<file path="config.mk">
export PLATFORM = sky130hd
export DESIGN_NAME = cordic_vector_rtl
export DESIGN_NICKNAME = d
export VERILOG_FILES = /design/src/rtl/cordic_vector_rtl.sv
export SDC_FILE = /design/constraint.sdc
export NUM_CORES = 1
export LEC_CHECK = 0
export CAP_MARGIN = 15
export CELL_PAD_IN_SITES_DETAIL_PLACEMENT = 1
export CELL_PAD_IN_SITES_GLOBAL_PLACEMENT = 1
export CORE_ASPECT_RATIO = 1.4
export CORE_MARGIN = 1
export CORE_UTILIZATION = 52
export CTS_BUF_LIST = sky130_fd_sc_hd__clkbuf_2 sky130_fd_sc_hd__clkbuf_4 sky130_fd_sc_hd__clkbuf_8
export CTS_CLUSTER_SIZE = 14
export DETAILED_ROUTE_END_ITERATION = 12
export DONT_BUFFER_PORTS = 1
export GPL_TIMING_DRIVEN = 0
export PLACE_DENSITY_LB_ADDON = 0.1
export SKIP_CTS_REPAIR_TIMING = 1
export SYNTH_ARGS = -nofsm -noshare
export SYNTH_HDL_FRONTEND = slang
export SYNTH_SLANG_ARGS = --single-unit
</file>
<file path="constraint.sdc">
create_clock -name clock -period 6.4 [get_ports clock]
set_clock_uncertainty 0.05 [all_clocks]
set_input_delay 1.28 -clock clock [delete_from_list [all_inputs] [get_ports clock]]
set_output_delay 1.28 -clock clock [all_outputs]
set_load 0.02 [all_outputs]
</file>
<file path="src/rtl/cordic_vector_rtl.sv">
// Iterative vectoring-mode CORDIC: (x, y) in Q2.10 -> atan2(y, x) and gain-compensated magnitude.
// One micro-rotation per clock; results are registered in a final SCALE cycle and held.
module cordic_vector_rtl #(
    parameter int ITER = 12,
    parameter int IW   = 16
) (
    input  logic        clock,
    input  logic        reset,
    input  logic        start,
    input  logic [11:0] x_in,
    input  logic [11:0] y_in,
    output logic        ready_out,
    output logic        busy_out,
    output logic [11:0] angle_out,
    output logic [11:0] mag_out,
    output logic        err_out
);

    typedef enum logic [1:0] {IDLE, CALC, SCALE} state_t;

    state_t               state_q, state_d;
    logic                 start_q;
    logic signed [IW-1:0] x_q, x_d, y_q, y_d, z_q, z_d;
    logic [3:0]           iter_q, iter_d;
    logic                 neg_q, neg_d, zero_q, zero_d;
    logic                 ready_q, ready_d, busy_q, busy_d, err_q, err_d;
    logic [11:0]          angle_q, angle_d, mag_q, mag_d;

    logic                 accept;
    logic signed [IW-1:0] x_sh, y_sh;
    logic signed [31:0]   prod, mag_rnd;
    logic [11:0]          mag_sat;

    // round(atan(2^-i) * 4096)
    function automatic logic signed [IW-1:0] atan_lut(input logic [3:0] i);
        case (i)
            4'd0:    return IW'(3217);
            4'd1:    return IW'(1899);
            4'd2:    return IW'(1003);
            4'd3:    return IW'(509);
            4'd4:    return IW'(256);
            4'd5:    return IW'(128);
            4'd6:    return IW'(64);
            4'd7:    return IW'(32);
            4'd8:    return IW'(16);
            4'd9:    return IW'(8);
            4'd10:   return IW'(4);
            4'd11:   return IW'(2);
            4'd12:   return IW'(1);
            default: return '0;
        endcase
    endfunction

    assign accept = start & ~start_q & (state_q == IDLE);
    assign x_sh   = x_q >>> iter_q;
    assign y_sh   = y_q >>> iter_q;

    // 2487/4096 ~= 1/1.64676 removes the CORDIC gain; then round Q.12 back to Q.10
    assign prod    = 32'(x_q) * 32'sd2487;
    assign mag_rnd = ((prod >>> 12) + 32'sd2) >>> 2;
    assign mag_sat = mag_rnd[31] ? 12'd0 :
                     (mag_rnd > 32'sd4095) ? 12'hFFF : mag_rnd[11:0];

    always_comb begin
        state_d = state_q;
        x_d     = x_q;
        y_d     = y_q;
        z_d     = z_q;
        iter_d  = iter_q;
        neg_d   = neg_q;
        zero_d  = zero_q;
        ready_d = 1'b0;
        busy_d  = busy_q;
        err_d   = err_q;
        angle_d = angle_q;
        mag_d   = mag_q;
        case (state_q)
            IDLE: begin
                busy_d = 1'b0;
                if (accept) begin
                    x_d     = {{(IW-14){x_in[11]}}, x_in, 2'b00};
                    y_d     = {{(IW-14){y_in[11]}}, y_in, 2'b00};
                    z_d     = '0;
                    iter_d  = 4'd0;
                    neg_d   = x_in[11];
                    zero_d  = (x_in == 12'd0) && (y_in == 12'd0);
                    busy_d  = 1'b1;
                    state_d = CALC;
                end
            end
            CALC: begin
                // drive y toward zero; z accumulates the angle rotated away
                if (!y_q[IW-1]) begin
                    x_d = x_q + y_sh;
                    y_d = y_q - x_sh;
                    z_d = z_q + atan_lut(iter_q);
                end else begin
                    x_d = x_q - y_sh;
                    y_d = y_q + x_sh;
                    z_d = z_q - atan_lut(iter_q);
                end
                iter_d = iter_q + 4'd1;
                if (iter_q == 4'(ITER-1))
                    state_d = SCALE;
            end
            SCALE: begin
                ready_d = 1'b1;
                state_d = IDLE;
                if (neg_q || zero_q) begin
                    angle_d = 12'd0;
                    mag_d   = 12'd0;
                    err_d   = neg_q;
                end else begin
                    angle_d = 12'((z_q + IW'(2)) >>> 2);
                    mag_d   = mag_sat;
                    err_d   = 1'b0;
                end
            end
            default: state_d = IDLE;
        endcase
    end

    always_ff @(posedge clock) begin
        if (reset) begin
            state_q <= IDLE;
            start_q <= 1'b0;
            x_q     <= '0;
            y_q     <= '0;
            z_q     <= '0;
            iter_q  <= 4'd0;
            neg_q   <= 1'b0;
            zero_q  <= 1'b0;
            ready_q <= 1'b0;
            busy_q  <= 1'b0;
            err_q   <= 1'b0;
            angle_q <= 12'd0;
            mag_q   <= 12'd0;
        end else begin
            state_q <= state_d;
            start_q <= start;
            x_q     <= x_d;
            y_q     <= y_d;
            z_q     <= z_d;
            iter_q  <= iter_d;
            neg_q   <= neg_d;
            zero_q  <= zero_d;
            ready_q <= ready_d;
            busy_q  <= busy_d;
            err_q   <= err_d;
            angle_q <= angle_d;
            mag_q   <= mag_d;
        end
    end

    assign ready_out = ready_q;
    assign busy_out  = busy_q;
    assign angle_out = angle_q;
    assign mag_out   = mag_q;
    assign err_out   = err_q;

endmodule

</file>
* Word-level counts from Yosys, hierarchy flattened
Memory sizes are Yosys's and may differ from the RTL's. A register that Yosys moved wholly into a read port is not among the register bits.
Cells that the tools add are included.
** Word-level totals
- Bits in registers :: 84
- Bits in read-only memories :: 384
- Input port bits :: 27
- Output and inout bits :: 27
- Word-level logic and storage cells :: 74
- Memories kept :: 2
** Memories
- (no name shown) :: depth 16, width 12, read ports 1, clocked after memory_dff 1, wr ports 0, line 36 : case (i)
- (no name shown) :: depth 16, width 12, read ports 1, clocked after memory_dff 1, wr ports 0, line 36
** Operators by class
- Add/sub/neg operators :: 9
- Multiply operators :: 1
- Magnitude comparators :: 1
- Equality and inequality tests :: 5
- Shift operators :: 2
- Muxes and demuxes :: 29
- Bitwise gates (word level) :: 3
- Reductions and logical operators :: 9
** Operators with widths (count)
- 16-bit 2-to-1 mux :: 10
- 16-bit case mux with 2 select lines :: 3
- 16-bit adder :: 3
- 12-bit 2-to-1 mux :: 4
- 16-bit subtractor :: 3
- 16-bit by 4-bit >>> shifter with 16-bit output :: 2
- 16-bit by 13-bit multiplier with 29-bit output, second input constant :: 1
- 12-bit logical NOT :: 2
- 4-bit 2-to-1 mux :: 5
- 17-bit by 3-bit adder with 18-bit output, second input constant :: 1
- 16-bit by 13-bit > comparator with 1-bit output, second input constant :: 1
- 14-bit by 3-bit adder with 14-bit output, second input constant :: 1
- 4-bit case mux with 2 select lines :: 1
- 2-bit AND reduction :: 3
- 4-bit by 1-bit adder with 4-bit output, second input constant :: 1
- 4-bit == test, second input constant :: 1
- 2-bit 2-to-1 mux :: 2
- 2-bit inequality test, second input constant :: 2
- 2-bit case mux with 2 select lines :: 1
- 1-bit 2-to-1 mux :: 3
- 1-bit AND :: 2
- 2-bit by 1-bit == test with 1-bit output, second input constant :: 1
- 2-bit == test, second input constant :: 1
- 2-bit logical NOT :: 1
- other kinds (4) :: 4

* Depth between registers and ports, before layout
Gate-level depths: netlist of run 1.
- Depth in word-level cells :: 7
- Depth in mapped cells :: 23
- Depth with buffers taken out :: 22

* Least setup slack after synthesis of run 1
OpenSTA, ideal clock, no wires.
- Path kind :: reg2reg
- From :: reg x_q[9]
- To :: reg mag_q[3] (netlist: mag_out[3])
- Data arrival time :: 5.589 ns
- Path slack :: 0.692 ns
- Stages on the path, launching flop included :: 24
- Buffers on the path :: 2
- Cell sequence :: dfxtp_1 -> ha_1 -> inv_1 -> fa_1 -> inv_1 -> fa_1 -> fa_1 -> inv_1 -> fa_1 -> inv_1 -> ha_1 -> buf_6 -> a21o_1 -> a21o_1 -> a21oi_2 -> o21ai_4 -> a31o_2 -> xnor2_1 -> nor4_1 -> a41o_1 -> o211ai_2 -> buf_6 -> a21o_1 -> a21oi_2
** On the way
- Longest elaborated chain between the ends :: 6
** RTL lines
- start: declaration :: line 23 : logic signed [IW-1:0] x_q, x_d, y_q, y_d, z_q, z_d;
- start signal: assignment :: line 127 : x_q <= '0;
- start signal: assignment :: line 141 : x_q <= x_d;
- 16-bit by 13-bit multiplier with 29-bit output (*) :: line 59 : assign prod = 32'(x_q) * 32'sd2487;
- 17-bit by 3-bit adder with 18-bit output (*) :: line 60 : assign mag_rnd = ((prod >>> 12) + 32'sd2) >>> 2;
- 16-bit by 13-bit > comparator with 1-bit output :: line 62 : (mag_rnd > 32'sd4095) ? 12'hFFF : mag_rnd[11:0];
- 12-bit 2-to-1 mux :: line 62
- 12-bit 2-to-1 mux (*) :: line 61 : assign mag_sat = mag_rnd[31] ? 12'd0 :
- 12-bit 2-to-1 mux (*) :: line 109 : if (neg_q || zero_q) begin
- end signal: assignment :: line 151 : mag_q <= mag_d;
- end: declaration :: line 27 : logic [11:0] angle_q, angle_d, mag_q, mag_d;
Mark *: on every way between the ends. The rest lies on a longest branch, timed or not.
A chain may end at the register's enable or synchronous reset.

* Worst setup path in the final report of run 1
- From :: reg x_q[11]
- To :: reg mag_q[11] (netlist: mag_out[11])
Same word-level chain as after synthesis.

==> results.md, run 1 <==
* Outcome: complete, no violations
* Vias at about 11000
* FF+latch area at 0.00190 mm2
* Unique masters post-synth at 87
* Routed wl met3 at 1820 um
* Max Cap Violations at 0
* Worst path bufs/invs at 7
* Unrepaired setup endpoints after global routing: no
* First-pass GRT wire length at 60600 um
* Vias in the first global route at around 11000
* Reg-to-reg startpoint: x_q[11]
* Compound-Gate Fraction of Synth Area at around 17%
* Main synth FF type: dfxtp_1
* Die H at approximately 180 um
* Synth Area in Simple Gates at 15.7%
* Die X at 131 um
* Least-Margin Pin Slew at 1.02 ns
* Setup Crit Path Kind: reg2reg
* Fin crit share at 97.3%
* Max Buffers Root-to-Sink at 2
* Final Wtd Congestion at 0.985
* Drt first pass iters at 6
* Multi-input gate area at 0.00931 mm2
* Period minus WS final at between 6 and 7 ns
* Share of cells above drive strength 1 at under 10%
* Core Box Area at approximately 0.023 mm2
* Worst path required time at 6.63 ns
* Post-synthesis sequential area ratio at ~16%
* Initial core utilization at 53.2%
* Top layer in use: met5
* HP Class: reg2reg
* Mux cell area share after synthesis at roughly 8%
* Number of flops mapped to enable cells by yosys at 0
* Post-Route M1 WL at 15100 um
* CP Cell Sequence: ha_1 > inv_1 > fa_1 > inv_1 > fa_1 > fa_1 > inv_1 > fa_1 > inv_1 > ha_1 > buf_6 > a21o_1 > a21o_1 > a21oi_2 > o21ai_4 > a2111oi_4 > buf_4 > o31ai_4 > mux2_1 > o2111a_1 > nor2_1 > buf_4 > a21o_1 > a21oi_1
* CP Data Arrival Time at 6.45 ns
* CTS tree: yes
* Layout fillers at around 2800
* Fin cells at ~1700
* Post-Syn Instances at 1416
* Peak supply drop at 0.00106 V
* Clock-pin slew on the worst setup and hold paths at 0.12 ns
* Ranking of synthesized cells by area: dfxtp_1 (16%), ha_1 (14%), fa_1 (14%)
* Clock latency at the later pin of the worst-skew pair at approximately 0.42 ns
* PortBufs at 0
* Worst slew margin at 32.1%
* Worst Hold Slack at 0.461 ns
* Initial antenna violation count at 2
* Root buf cell: clkbuf_8
* # placed instances at between 1500 and 2000
* Post-synth ARST share at 0%
* Worst path top cell family by delay: adder cells
* Setup Viol. Count Final at 0
* Largest net degree at the start of global routing at 19
* GRT Total Usage at 34.1%
* Net Count, Synth at 1666
* Remaining Overflow, GRT at 0
* Pwr dens at 617 mW/mm2
* Fin. max-slew vios at 0
* XOR/XNOR Fraction of Synth Area at between 7 and 8%
* Routed wl met2 at about 21000 um
* Hpwl dp at between 30000 and 40000 um
* DR WL/cell at 22.8 um
* Setup crit start kind: register
* Synth Area per Inst at 8.53 um2
* NumNets Final at 1680
* P_leak at 5.69 nW
* H-tree depth at 3
* Routed WL at 39600 um
* Worst hold path startpoint: z_q[0]
* Vias per inst at a little over 6
* Mapped cell area at 0.0121 mm2
* CP startpoint: x_q[11]
* Fmax at 161 MHz
* Num CTS Buffers at 9
* Seq cells post-synth at 94
* Slowest cell on crit path: fa_1
* Die area at 0.0238 mm2
* Synthesis-to-finish area growth at 5.78%
* Critical Path Sink Type: register
* Final ANT Viol Nets at 0
* Yosys top cell by area: dfxtp_1
* Post-Synth Adder-Cell Area at 28.3%
* Final Hold Fails at 0
* Top-area cell type share of the netlist area at 15.6%
* Floorplan row count at 65
* I/O pin total at 54
* Slowest stage delay, CP at between 0.5 and 0.6 ns
* Clock sinks at 94
* Synth Warn # at 0
* 1st-iter DRT viols at approximately 540
* Main combinational cell family by area after synthesis: adder cells
* Residual DRC at 0
* Largest fanout on the critical path at 10
## where the power goes
part           switching (mW)  internal [mW]  leakage [nW]
logic                    4.02           2.65          4.82
registers               0.132          0.646         0.772
clock network           0.275          0.151        0.0989
## metal layers
layer,vias up,GRT usage [%]
met2,246,63.2
met4,2,15.7
met3,103,4.98
met1,5343,37.3
li1,4947,-
met5,-,0
## area by class of cell
type / count / share of cell area (%)
Inverter: 176 / 5.20
Antenna cell: 1 / 0.0196
Multi-Input combinational cell: 1083 / 72.9
Tap cell: 301 / 2.95
Buffer: 63 / 2.35
Sequential cell: 94 / 14.9
Clock buffer: 9 / 0.970
Clock inverter: 7 / 0.529
Timing Repair Buffer: 3 / 0.176
## stage by stage
stage | power (mW) | utilization, % | worst slack, ns | instance area [um2] | TNS (ns)
CTS | 7.67 | 55.7 | -0.336 | 12600 | -3.56
detailed placement | 7.22 | 54.9 | -0.334 | 12400 | -3.48
floorplan | 5.56 | - | 0.692 | 12100 | 0
global placement | 6.87 | 54.9 | -0.262 | 12400 | -2.71
finish | 7.88 | 56.3 | 0.173 | 12800 | 0
global route | 8.69 | 56.3 | 0.00288 | 12800 | 0
## worst register-to-register path: cells and delay by family (launching register included)
| family | cells | cell delay, ns |
|---|---|---|
| adder cells (fa/ha/maj) | 6 | 2.67 |
| multiplexers | 1 | 0.34 |
| buffers and inverters | 7 | 0.78 |
| flip-flops | 1 | 0.49 |
| AO/OA/AOI/OAI | 9 | 1.62 |
| AND/OR/NAND/NOR | 1 | 0.13 |
## worst paths after layout
| kind | endpoint | slack [ns] | depth (start not counted) |
|---|---|---|---|
| max | mag_out[11] | 0.17 | 24 |
| min | z_q[0] | 0.46 | 2 |
| max reg2reg | mag_out[11] | 0.17 | 24 |
| min reg2reg | z_q[0] | 0.46 | 2 |
## cells in the final DEF (no fill, tap or decap), drive strengths merged, types with 7 or more instances in the layout
| cell | n |
|---|---|
| inv | 178 |
| ha | 139 |
| nor2 | 123 |
| nand2 | 109 |
| a21oi | 100 |
| dfxtp | 94 |
| fa | 84 |
| xnor2 | 59 |
| o21ai | 59 |
| clkbuf | 50 |
| xor2 | 39 |
| mux4 | 31 |
| nand3 | 31 |
| nor3 | 29 |
| a21o | 28 |
| buf | 25 |
| a22oi | 20 |
| a211oi | 19 |
| a31oi | 17 |
| nor2b | 15 |
| or3 | 14 |
| nor4 | 14 |
| mux2i | 12 |
| nand2b | 12 |
| and3 | 12 |
| mux2 | 12 |
| a21boi | 10 |
| a311oi | 10 |
| o21a | 9 |
| o211ai | 8 |
| nand4 | 7 |
| nor3b | 7 |
## cell families after synthesis
family	after synthesis
simple gates	393
compound gates	314
buf+inv	239
fa+ha+maj	223
xor+xnor	98
flops	94
mux	55
## synthesized netlist by cell type (9+ instances only)
| cell type | n |
|---|---|
| mux4_2 | 31 |
| xnor2_1 | 59 |
| inv_1 | 173 |
| a21oi_1 | 91 |
| nor4_1 | 12 |
| dfxtp_1 | 94 |
| a31oi_1 | 17 |
| nand3_1 | 30 |
| nor2_1 | 121 |
| o21ai_0 | 50 |
| ha_1 | 139 |
| nor2b_1 | 14 |
| mux2_2 | 9 |
| a22oi_1 | 20 |
| and3_1 | 12 |
| xor2_1 | 39 |
| a21o_1 | 28 |
| mux2i_1 | 12 |
| nand2_1 | 109 |
| or3_1 | 14 |
| fa_1 | 84 |
| nand2b_1 | 12 |
| clkbuf_1 | 41 |
| a211oi_1 | 18 |
| a21oi_2 | 9 |
| a311oi_1 | 10 |
| o21a_1 | 9 |
| nor3_1 | 28 |
| a21boi_0 | 10 |
Note: power is estimated with default switching activity, not from simulation.
==> inputs of run 2 (changes only) <==
--- a/config.mk
+++ b/config.mk
@@ -10,7 +10,7 @@
 export CELL_PAD_IN_SITES_GLOBAL_PLACEMENT = 1
 export CORE_ASPECT_RATIO = 1.4
 export CORE_MARGIN = 1
-export CORE_UTILIZATION = 52
+export CORE_UTILIZATION = 47
 export CTS_BUF_LIST = sky130_fd_sc_hd__clkbuf_2 sky130_fd_sc_hd__clkbuf_4 sky130_fd_sc_hd__clkbuf_8
 export CTS_CLUSTER_SIZE = 14
 export DETAILED_ROUTE_END_ITERATION = 12
==> constraint.sdc (replaced) <==
create_clock -name clock -period 5.31 [get_ports clock]
set_clock_uncertainty 0.05 [all_clocks]
set_input_delay 1.062 -clock clock [delete_from_list [all_inputs] [get_ports clock]]
set_output_delay 1.062 -clock clock [all_outputs]
set_load 0.02 [all_outputs]
==> results.md, run 2 (synthesized netlist as in run 1, its figures left out) <==
* Fin worst setup slack at -0.585 ns
* Least-Margin Pin Slew at 0.886 ns
* Pwr dens at 765 mW/mm2
* Inserted Diodes at 0
* CTS tree: yes
* Leading cell type in the layout, fill and taps excluded: inv_1
* CP startpoint: x_q[9]
* Worst Hold Slack at 0.458 ns
* Die area at 0.0263 mm2
* Die H at between 150 and 200 um
* Drt first pass iters at 5
* Failing checks: setup timing
* Largest fanout on the critical path at 7
* Residual DRC at 0
* Setup Viol. Count Final at 12
* Most frequent cells in the layout: inv_1 (162), ha_1 (128), nor2_1 (119)
* Hpwl dp at between 30000 and 40000 um
* Setup tns final at -6.75 ns
* Final Wtd Congestion at 0.969
* Die X at between 100 and 150 um
* GRT Total Usage at a little under a third
* Reg2reg setup slack at -0.58 ns
* DR WL/cell at 22.4 um
* Worst path required time at between 5 and 6 ns
* Vias per inst at 6.03
* Setup crit start kind: register
* Reg-to-reg startpoint: x_q[9]
* Num CTS Buffers at 9
* Initial core utilization at 47.7%
* Floorplan row count at 69
* Remaining Overflow, GRT at 0
* Final Hold Fails at 0
* Synthesis-to-finish area growth at 10.4%
* Clock sinks at 94
* Final ANT Viol Nets at 0
* Layout fillers at 3013
* 1st-iter DRT viols at between 500 and 600
* Vias at 10800
* P_leak at 5.88 nW
* Routed WL at ~40000 um
* Setup Crit Path Kind: reg2reg
* Fin. max-slew vios at 0
* Worst slew margin at 40.9%
* Fmax at 170 MHz
* CP Data Arrival Time at 6.11 ns
* Clock-pin slew on the worst setup and hold paths at 0.10 ns
* First-pass GRT wire length at 61400 um
* Largest net degree at the start of global routing at 16
* Initial antenna violation count at 0
* Root buf cell: clkbuf_8
* Worst reg2reg path depth at 25
* Unrepaired setup endpoints after global routing: yes
* Outcome: finished with violations
* CP endpoint: mag_out[0]
* Max Cap Violations at 0
* Period minus WS final at between 5 and 6 ns
* HP Class: reg2reg
* Max Buffers Root-to-Sink at 2
* PortBufs at 0
* Clock latency at the later pin of the worst-skew pair at 0.40 ns
* NumNets Final at approximately 1700
* Fin crit share at 111%
* Critical Path Sink Type: register
* Share of cells above drive strength 1 at 14.4%
* Peak supply drop at roughly 0.0016 V
* I/O pin total at 54
* DP Area at 0.0126 mm2
* Worst r2r dst: mag_out[0]
* Fin area at 0.0133 mm2
* Vias in the first global route at 11400
* Core Box Area at ~0.025 mm2
* H-tree depth at 3
* Post-Route Utilization at 52.7%
-- run 2: cell types whose count changed in the layout (fill, tap and decap cells not counted), sizes merged --
cell and change:
bufinv +1, clkinvlp +2, inv -2, buf +39
diode -1, clkinv -3, clkbuf -1
-- run 2: cell type report --
| class | instances | area [um2] | share of cell area (%) |
|---|---|---|---|
| multi-input combinational | 1083 | 9510 | 71.3 |
| sequential | 94 | 1930 | 14.5 |
| inverter | 176 | 668 | 5.01 |
| tap | 319 | 399 | 2.99 |
| timing repair buffer | 44 | 340 | 2.55 |
| buffer | 60 | 295 | 2.21 |
| clock buffer | 9 | 124 | 0.929 |
| clock inverter | 5 | 60.1 | 0.450 |
-- run 2: critical path, stage by stage (launching register included) --
cell and delay [ns]:
dfxtp_4 0.39, ha_4 0.29, inv_4 0.05, fa_1 0.52, inv_2 0.04, fa_1 0.50
fa_1 0.55, inv_1 0.05, fa_1 0.49, inv_2 0.05, ha_4 0.20, buf_6 0.13
a21o_1 0.20, a21o_1 0.21, a21oi_2 0.18, o21ai_4 0.11, a2111oi_4 0.34, buf_4 0.19
o31ai_4 0.09, buf_4 0.16, xnor2_1 0.12, a41o_1 0.27, o211ai_4 0.22, buf_6 0.16
a2bb2oi_2 0.13, nor2_1 0.05
-- run 2: power breakdown --
part           total, mW  switching, mW  internal [mW]  leakage [nW]
Sequential         0.932          0.149          0.783         0.777
Combinational       8.76           5.01           3.75          5.02
Clock              0.508          0.293          0.215        0.0881
Total               10.2           5.45           4.75          5.88
-- run 2: metrics by stage --
stage	cells	total power [mW]	setup slack [ns]
floorplan	1416	6.91	-0.164
global placement	1735	8.58	-1.25
detailed placement	1736	8.87	-1.42
CTS	1750	9.41	-1.45
global route	1790	11.2	-0.740
finish	1790	10.2	-0.585
-- run 2: layer usage --
layer	wire (um)	global-route usage [%]	vias to the layer above
met1	15100	33.7	5387
met4	1880	14.5	0
li1	-	-	5001
met3	1920	4.57	115
met2	21300	57.9	298
met5	0	0	-
-- run 2: worst min-delay path by stage --
| stage | start | end | slack [ns] | cells after the start |
|---|---|---|---|---|
| final | zero_q | zero_q | 0.46 | 2 |
| after global routing | zero_q | zero_q | 0.47 | 2 |
| after CTS | zero_q | zero_q | 0.46 | 2 |
| after detailed placement | zero_q | zero_q | 0.43 | 2 |
| after global placement | zero_q | zero_q | 0.42 | 2 |
| after floorplan | zero_q | zero_q | 0.41 | 2 |
